`src/rtl/mac_accum_readout_if.sv`:
```
// Product intake, command and byte-serial readout signals of the MAC accumulator.
// The master side is the upstream stage and the readout consumer. The slave side is the accumulator.
interface mac_accum_readout_if #(
  parameter int PROD_W = 16,
  parameter int ACC_W  = 24,
  parameter int CNT_W  = 8
);
  logic [PROD_W-1:0] prod_i;
  logic              prod_valid_i;
  logic              prod_ready_o;
  logic              clr_i;
  logic              rd_req_i;
  logic [7:0]        dout_o;
  logic              dout_valid_o;
  logic              dout_last_o;
  logic [ACC_W-1:0]  acc_o;
  logic [CNT_W-1:0]  cnt_o;
  logic              sat_o;

  modport master (
    output prod_i, prod_valid_i, clr_i, rd_req_i,
    input  prod_ready_o, dout_o, dout_valid_o, dout_last_o, acc_o, cnt_o, sat_o
  );

  modport slave (
    input  prod_i, prod_valid_i, clr_i, rd_req_i,
    output prod_ready_o, dout_o, dout_valid_o, dout_last_o, acc_o, cnt_o, sat_o
  );
endinterface

```
`src/rtl/mac_accum_readout.sv`:
```
// Saturating product accumulator with a snapshot readout that emits one byte per cycle, LSB first.
// Product intake stalls while a readout is in flight.
module mac_accum_readout #(
  parameter int PROD_W = 16,
  parameter int ACC_W  = 24,
  parameter int CNT_W  = 8
) (
  input  logic                  clk,
  input  logic                  rst_n,
  mac_accum_readout_if.slave    bus
);

  localparam int NBYTES = ACC_W / 8;
  localparam int BC_W   = (NBYTES > 1) ? $clog2(NBYTES) : 1;
  localparam logic [BC_W-1:0] LAST_IDX = BC_W'(NBYTES - 1);

  typedef enum logic {ACC, READ} state_t;

  state_t            state;
  logic [ACC_W-1:0]  acc, acc_nxt;
  logic [CNT_W-1:0]  cnt, cnt_nxt;
  logic              sat, sat_nxt;
  logic [ACC_W-1:0]  shift, shifted;
  logic [BC_W-1:0]   bcnt;
  logic [7:0]        dout;
  logic              dout_valid, dout_last, prod_ready;
  logic              accepted;
  logic [ACC_W:0]    sum;

  // Top bit of the result is the overflow flag. On overflow the value clamps to all-ones.
  function automatic logic [ACC_W:0] sat_add(input logic [ACC_W-1:0] a,
                                             input logic [PROD_W-1:0] b);
    logic [ACC_W:0] s;
    s = {1'b0, a} + (ACC_W+1)'(b);
    if (s[ACC_W]) return {1'b1, {ACC_W{1'b1}}};
    return s;
  endfunction

  function automatic logic [CNT_W-1:0] sat_inc(input logic [CNT_W-1:0] c);
    return (&c) ? c : c + 1'b1;
  endfunction

  always_comb begin
    accepted = bus.prod_valid_i & (state == ACC);
    acc_nxt  = acc;
    cnt_nxt  = cnt;
    sat_nxt  = sat;
    sum      = '0;
    if (state == ACC) begin
      if (bus.clr_i) begin
        acc_nxt = accepted ? ACC_W'(bus.prod_i) : '0;
        cnt_nxt = accepted ? CNT_W'(1) : '0;
        sat_nxt = 1'b0;
      end else if (accepted) begin
        sum     = sat_add(acc, bus.prod_i);
        acc_nxt = sum[ACC_W-1:0];
        sat_nxt = sat | sum[ACC_W];
        cnt_nxt = sat_inc(cnt);
      end
    end
    shifted = shift >> 8;
  end

  always_ff @(posedge clk) begin
    if (!rst_n) begin
      state      <= ACC;
      acc        <= '0;
      cnt        <= '0;
      sat        <= 1'b0;
      shift      <= '0;
      bcnt       <= '0;
      dout       <= '0;
      dout_valid <= 1'b0;
      dout_last  <= 1'b0;
      prod_ready <= 1'b1;
    end else begin
      acc <= acc_nxt;
      cnt <= cnt_nxt;
      sat <= sat_nxt;
      case (state)
        ACC: begin
          // The snapshot includes any clear or product that lands in the same cycle.
          if (bus.rd_req_i) begin
            state      <= READ;
            shift      <= acc_nxt;
            bcnt       <= '0;
            dout       <= acc_nxt[7:0];
            dout_valid <= 1'b1;
            dout_last  <= (NBYTES == 1);
            prod_ready <= 1'b0;
          end
        end
        READ: begin
          if (bcnt == LAST_IDX) begin
            state      <= ACC;
            dout       <= '0;
            dout_valid <= 1'b0;
            dout_last  <= 1'b0;
            prod_ready <= 1'b1;
          end else begin
            shift     <= shifted;
            bcnt      <= bcnt + 1'b1;
            dout      <= shifted[7:0];
            dout_last <= ((bcnt + 1'b1) == LAST_IDX);
          end
        end
        default: state <= ACC;
      endcase
    end
  end

  assign bus.prod_ready_o = prod_ready;
  assign bus.dout_o       = dout;
  assign bus.dout_valid_o = dout_valid;
  assign bus.dout_last_o  = dout_last;
  assign bus.acc_o        = acc;
  assign bus.cnt_o        = cnt;
  assign bus.sat_o        = sat;

endmodule

```
`src/flat_wrapper.sv`:
```
// flat-port wrapper written by rule: the top's interface ports become plain ports
module mac_accum_readout_flat 
#(
  parameter int PROD_W = 16,
  parameter int ACC_W  = 24,
  parameter int CNT_W  = 8
)
  (clk, rst_n, bus_prod_i, bus_prod_valid_i, bus_clr_i, bus_rd_req_i, bus_prod_ready_o, bus_dout_o, bus_dout_valid_o, bus_dout_last_o, bus_acc_o, bus_cnt_o, bus_sat_o);
  mac_accum_readout_if #(.PROD_W(PROD_W), .ACC_W(ACC_W), .CNT_W(CNT_W)) bus_i ();
  input  logic clk;
  input  logic rst_n;
  input wire logic [$bits(bus_i.prod_i)-1:0] bus_prod_i;
  input wire logic [$bits(bus_i.prod_valid_i)-1:0] bus_prod_valid_i;
  input wire logic [$bits(bus_i.clr_i)-1:0] bus_clr_i;
  input wire logic [$bits(bus_i.rd_req_i)-1:0] bus_rd_req_i;
  output wire logic [$bits(bus_i.prod_ready_o)-1:0] bus_prod_ready_o;
  output wire logic [$bits(bus_i.dout_o)-1:0] bus_dout_o;
  output wire logic [$bits(bus_i.dout_valid_o)-1:0] bus_dout_valid_o;
  output wire logic [$bits(bus_i.dout_last_o)-1:0] bus_dout_last_o;
  output wire logic [$bits(bus_i.acc_o)-1:0] bus_acc_o;
  output wire logic [$bits(bus_i.cnt_o)-1:0] bus_cnt_o;
  output wire logic [$bits(bus_i.sat_o)-1:0] bus_sat_o;
  assign bus_i.prod_i = bus_prod_i;
  assign bus_i.prod_valid_i = bus_prod_valid_i;
  assign bus_i.clr_i = bus_clr_i;
  assign bus_i.rd_req_i = bus_rd_req_i;
  assign bus_prod_ready_o = bus_i.prod_ready_o;
  assign bus_dout_o = bus_i.dout_o;
  assign bus_dout_valid_o = bus_i.dout_valid_o;
  assign bus_dout_last_o = bus_i.dout_last_o;
  assign bus_acc_o = bus_i.acc_o;
  assign bus_cnt_o = bus_i.cnt_o;
  assign bus_sat_o = bus_i.sat_o;
  mac_accum_readout #(.PROD_W(PROD_W), .ACC_W(ACC_W), .CNT_W(CNT_W)) u_core (.clk(clk), .rst_n(rst_n), .bus(bus_i));
endmodule
```
`config.mk`:
```
export PLATFORM = sky130hd
export DESIGN_NAME = mac_accum_readout_flat
export DESIGN_NICKNAME = d
export VERILOG_FILES = /design/src/rtl/mac_accum_readout_if.sv /design/src/rtl/mac_accum_readout.sv /design/src/flat_wrapper.sv
export SDC_FILE = /design/constraint.sdc
export NUM_CORES = 1
export LEC_CHECK = 0
export CELL_PAD_IN_SITES_DETAIL_PLACEMENT = 1
export CELL_PAD_IN_SITES_GLOBAL_PLACEMENT = 1
export CORE_MARGIN = 3
export CORE_UTILIZATION = 50
export CTS_CLUSTER_SIZE = 20
export DETAILED_ROUTE_END_ITERATION = 8
export DONT_BUFFER_PORTS = 1
export MAX_ROUTING_LAYER = met4
export PLACE_DENSITY_LB_ADDON = 0.05
export SYNTH_ARGS = -nofsm -noshare
export SYNTH_HDL_FRONTEND = slang
export SYNTH_SLANG_ARGS = --single-unit
```
`constraint.sdc`:
```
create_clock -name clk -period 5 [get_ports clk]
set_clock_uncertainty 0.05 [all_clocks]
set_input_delay 1 -clock clk [delete_from_list [all_inputs] [get_ports clk]]
set_output_delay 1 -clock clk [all_outputs]
set_load 0.03 [all_outputs]
```
==> parameters.txt <==
Parameter                              Value

Clock tree
  Post-cts resize count ... 0
  H-tree lvl count ... 3
  CTS buffer count ... 9
  Clock tree from TritonCTS ... built
  Clock Pin Slew Worst Setup and Hold Paths ... 70 ps
  Maximum clock insertion buffer count ... 2
  Post-CTS Setup Bufs ... 0
  # hold bufs at CTS ... 0
  Clock sink count ... 63
  Root Driver ... sky130_fd_sc_hd__clkbuf_8
  Clk_lat worst skew ... 350 ps

STA
  Worst Hold Margin ... 418 ps
  Maximum operating frequency ... 0.289 GHz
  Measured slew at the worst slew-check pin ... 853 ps
  Total of endpoints with negative setup slack in the final report ... 0
  RSZ-0062 raised after global routing ... false
  Period Utilization, post-route ... 69.3%
  Number of max-slew violations in the final report ... 0
  Final Critical Period ... 3460 ps
  TNS Setup ... 0 ps
  Final number of hold-violating endpoints ... 0
  Max transition margin ... 42.9%

GRT
  Global-route wire length before repair ... 20.6 mm
  Pin count of the biggest net entering global routing ... 35
  Number of antenna violations at the first check in global routing ... 0
  Vias in the first global route ... 3981
  Combined global-route utilization of all metal layers ... 31.0%
  Remaining global-route overflow ... 0

Worst setup path
  Required time worst endpoint ... 5230 ps
  Launching element type of the critical path ... flip-flop
  Endpoint of the worst-slack reg-to-reg timing path ... u_core.shift[11]$_SDFFE_PN0P_
  Classification of the worst setup path ... flip-flop to flip-flop
  WP data arrival ... 3690 ps
  Worst Reg2Reg Path Length in Cells ... 10
  Highest net fanout along the worst path ... 13
  Beginning of the worst register-to-register path ... u_core.bus.acc_o[0]$_SDFF_PN0_
  CP Capture Type ... flip-flop
  Worst R2R Setup Slack ... 1540 ps

Yosys
  Yosys warnings ... 0
  Most instantiated flip-flop cell in the synthesis netlist ... sky130_fd_sc_hd__dfxtp_1
  Syn Std Cell Area ... 3830 µm²
  Synthesized Nets ... 528
  Synth Instances ... 487
  Portion of synthesized cell area occupied by the leading cell type ... 33.0%
  Mean cell area of the mapped netlist ... 7.86 µm²
  Count of unique library cells instantiated by Yosys ... 65
  Number of synthesized register bits ... 63
  Cell taking the most area after synthesis ... sky130_fd_sc_hd__dfxtp_1
  Largest cells by area after synthesis ... sky130_fd_sc_hd__dfxtp_1 33%, sky130_fd_sc_hd__a21oi_1 7.5%, sky130_fd_sc_hd__nand2_1 6.6%
  Proportion of register bits with asynchronous set or reset after synthesis ... 0%
  Number of enable flip-flop cells after synthesis ... 0
  Proportion of synthesized chip area in sequential cells ... 33.0%

Pwr
  Share of power burned in combinational logic ... 23.0%
  Sequential Power Share ... 46.0%
  Switching Share ... 37.5%
  P_sw ... 0.000489 W
  Int Power ... 0.000814 W
  Peak supply drop ... 200 µV
  Leakage power summed over all cells ... 1.44 nW
  Power density over the cells ... 321 nW/µm²
  Clock group share of total power ... 31.0%

Place
  Placed cell area ... 3890 µm²
  Weighted congestion at the end of routability-driven global placement ... 0.894
  Sum of net half-perimeters after detailed placement ... 9.39 mm
  Count of input and output buffers ... 0
  Cells after DPL ... 569

Cells and area
  Multi-input gate area ... 2440 µm²
  Utilization of the core after routing ... 55.4%
  Proportion of layout cells with a drive suffix above 1 ... 7.82%
  ANT cells ... 0
  Area Overhead vs Synth ... 6.11%
  Post-route cell area ... 4060 µm²
  Number of inserted filler cells in the final layout ... 910
  Fin nets ... 522
  Area of all sequential standard cells ... 1260 µm²
  Non-Filler Instances ... 585

Drt
  Post-detailed-routing wire length ... 12.9 mm
  Via-to-Cell Ratio ... 6.59
  Detailed-routing iteration count for the pre-antenna-repair pass ... 7
  Average wire per cell in the routed design ... 22.0 µm
  Remaining routing DRC violations ... 0
  Via Count ... 3854
  Number of routed nets with antenna violations ... 0
  Detailed router's first-iteration violation count ... 207

Hold path
  Path type of the worst min-delay path ... flip-flop to flip-flop
  Min-Delay Path Depth ... 2
  Startpoint of the lowest-slack hold path ... u_core.shift[19]$_SDFFE_PN0P_
  Capture endpoint of the worst hold path ... u_core.shift[19]$_SDFFE_PN0P_

Floorplan
  Initial cell density of the core ... 52.2%
  I/O pin cnt ... 65
  Number of placement rows ... 31
  Placeable core area ... 7330 µm²
  Die footprint ... 8740 µm²
  Chip Height ... 93.5 µm
  Die boundary width ... 93.5 µm

Run
  Max capacitance violation total ... 0

Outcome
  Status ... complete, no violations
synthesized netlist by cell type (5+ instances only):
library cell,count
sky130_fd_sc_hd__nand4_1,5
sky130_fd_sc_hd__a211oi_1,6
sky130_fd_sc_hd__o211ai_1,6
sky130_fd_sc_hd__a21oi_1,57
sky130_fd_sc_hd__dfxtp_1,63
sky130_fd_sc_hd__inv_1,9
sky130_fd_sc_hd__nand2b_1,5
sky130_fd_sc_hd__o21ai_0,46
sky130_fd_sc_hd__nor3_1,12
sky130_fd_sc_hd__clkbuf_1,15
sky130_fd_sc_hd__o31ai_1,6
sky130_fd_sc_hd__xor2_1,9
sky130_fd_sc_hd__nand2_1,67
sky130_fd_sc_hd__ha_1,19
sky130_fd_sc_hd__o21a_1,6
sky130_fd_sc_hd__xnor2_1,7
sky130_fd_sc_hd__and3_1,7
sky130_fd_sc_hd__nor2_1,35
sky130_fd_sc_hd__a31oi_1,18
sky130_fd_sc_hd__nand3_1,10
logic make-up after synthesis:
family | after synthesis | share of synthesized area [%]
muxes | 3 | 0.817
buffers and inverters | 31 | 3.30
AOI/OAI and AO/OA | 186 | 31.8
adders and majority gates | 20 | 6.73
DFF | 63 | 33.0
and+or+nand+nor | 168 | 20.7
xor gates and xnor gates | 16 | 3.66
power groups by stage:
stage	logic [W]	registers (W)	clock network (W)
finish	0.000300	0.000600	0.000404
global route	0.000330	0.000603	0.000427
CTS	0.000295	0.000599	0.000403
detailed placement	0.000293	0.000611	0
global placement	0.000284	0.000610	0
floorplan	0.000228	0.000600	0
layer usage:
layer  share of wire, %  global-route usage (%)  wire length [µm]  up-vias
met5                  0                       -                 0        -
met4                2.5                    10.3               328        0
met3                7.8                    8.69              1000       29
met2                 48                    51.2              6180      150
met1                 42                    36.4              5360     1881
li1                   -                       -                 -     1794
critical path: stages, from the launching register on:
cell	delay, ps
sky130_fd_sc_hd__dfxtp_1	560
sky130_fd_sc_hd__ha_1	260
sky130_fd_sc_hd__inv_1	70
sky130_fd_sc_hd__fa_1	390
sky130_fd_sc_hd__nand2b_1	190
sky130_fd_sc_hd__a21o_1	200
sky130_fd_sc_hd__a31oi_4	270
sky130_fd_sc_hd__a211oi_4	170
sky130_fd_sc_hd__o21ai_2	690
sky130_fd_sc_hd__o221ai_1	300
sky130_fd_sc_hd__a31oi_1	230
placed cells by master, fill, tap and decap left out, types with 4 or more instances in the layout:
master,netlist,routed
sky130_fd_sc_hd__a211oi_1,6,6
sky130_fd_sc_hd__a21o_1,4,4
sky130_fd_sc_hd__a21oi_1,57,57
sky130_fd_sc_hd__a31oi_1,18,18
sky130_fd_sc_hd__and3_1,7,7
sky130_fd_sc_hd__clkbuf_8,0,9
sky130_fd_sc_hd__clkinvlp_4,0,4
sky130_fd_sc_hd__dfxtp_1,63,63
sky130_fd_sc_hd__ha_1,19,19
sky130_fd_sc_hd__inv_1,9,9
sky130_fd_sc_hd__nand2_1,67,67
sky130_fd_sc_hd__nand2b_1,5,5
sky130_fd_sc_hd__nand3_1,10,10
sky130_fd_sc_hd__nand4_1,5,5
sky130_fd_sc_hd__nor2_1,35,35
sky130_fd_sc_hd__nor2b_1,4,4
sky130_fd_sc_hd__nor3_1,12,12
sky130_fd_sc_hd__nor4_1,4,4
sky130_fd_sc_hd__o211ai_1,6,6
sky130_fd_sc_hd__o21a_1,6,6
sky130_fd_sc_hd__o21ai_0,46,46
sky130_fd_sc_hd__o22ai_1,4,4
sky130_fd_sc_hd__o31ai_1,6,6
sky130_fd_sc_hd__xnor2_1,7,7
sky130_fd_sc_hd__xor2_1,9,9
cell type report:
cell class              count  share of cell area (%)
inverters                  11                    1.02
clock inverters             7                    1.20
flip-flops and latches     63                    31.1
clock buffers               9                    3.05
well taps                  99                    3.05
repair buffers              3                   0.555
multi-input cells         393                    60.1
registers in the layout (all words and copies together) (netlist names), 2 cells and up:
signal	count
u_core.bus.cnt_o	8
u_core.bus.dout_o	8
u_core.bus.acc_o	24
u_core.bcnt	2
u_core.shift	16
worst max path at each step:
stage	startpoint	to	slack, ps	cells after the start
floorplan	bus_prod_i[0]	u_core.shift[22]$_SDFFE_PN0P_	1940	10
global placement	bus_prod_i[0]	u_core.shift[11]$_SDFFE_PN0P_	1330	10
detailed placement	bus_prod_i[0]	u_core.shift[11]$_SDFFE_PN0P_	1190	10
CTS	u_core.bus.acc_o[0]$_SDFF_PN0_	u_core.shift[11]$_SDFFE_PN0P_	1520	10
global route	u_core.bus.acc_o[0]$_SDFF_PN0_	u_core.shift[11]$_SDFFE_PN0P_	1330	10
finish	u_core.bus.acc_o[0]$_SDFF_PN0_	u_core.shift[11]$_SDFFE_PN0P_	1540	10
per-stage QoR:
step | setup WS (ps) | total power [W]
finish | 1540 | 0.00130
global route | 1330 | 0.00136
CTS | 1520 | 0.00130
detailed placement | 1190 | 0.000904
global placement | 1330 | 0.000893
floorplan | 1940 | 0.000828
No activity file was read; power rests on OpenSTA's default activity.
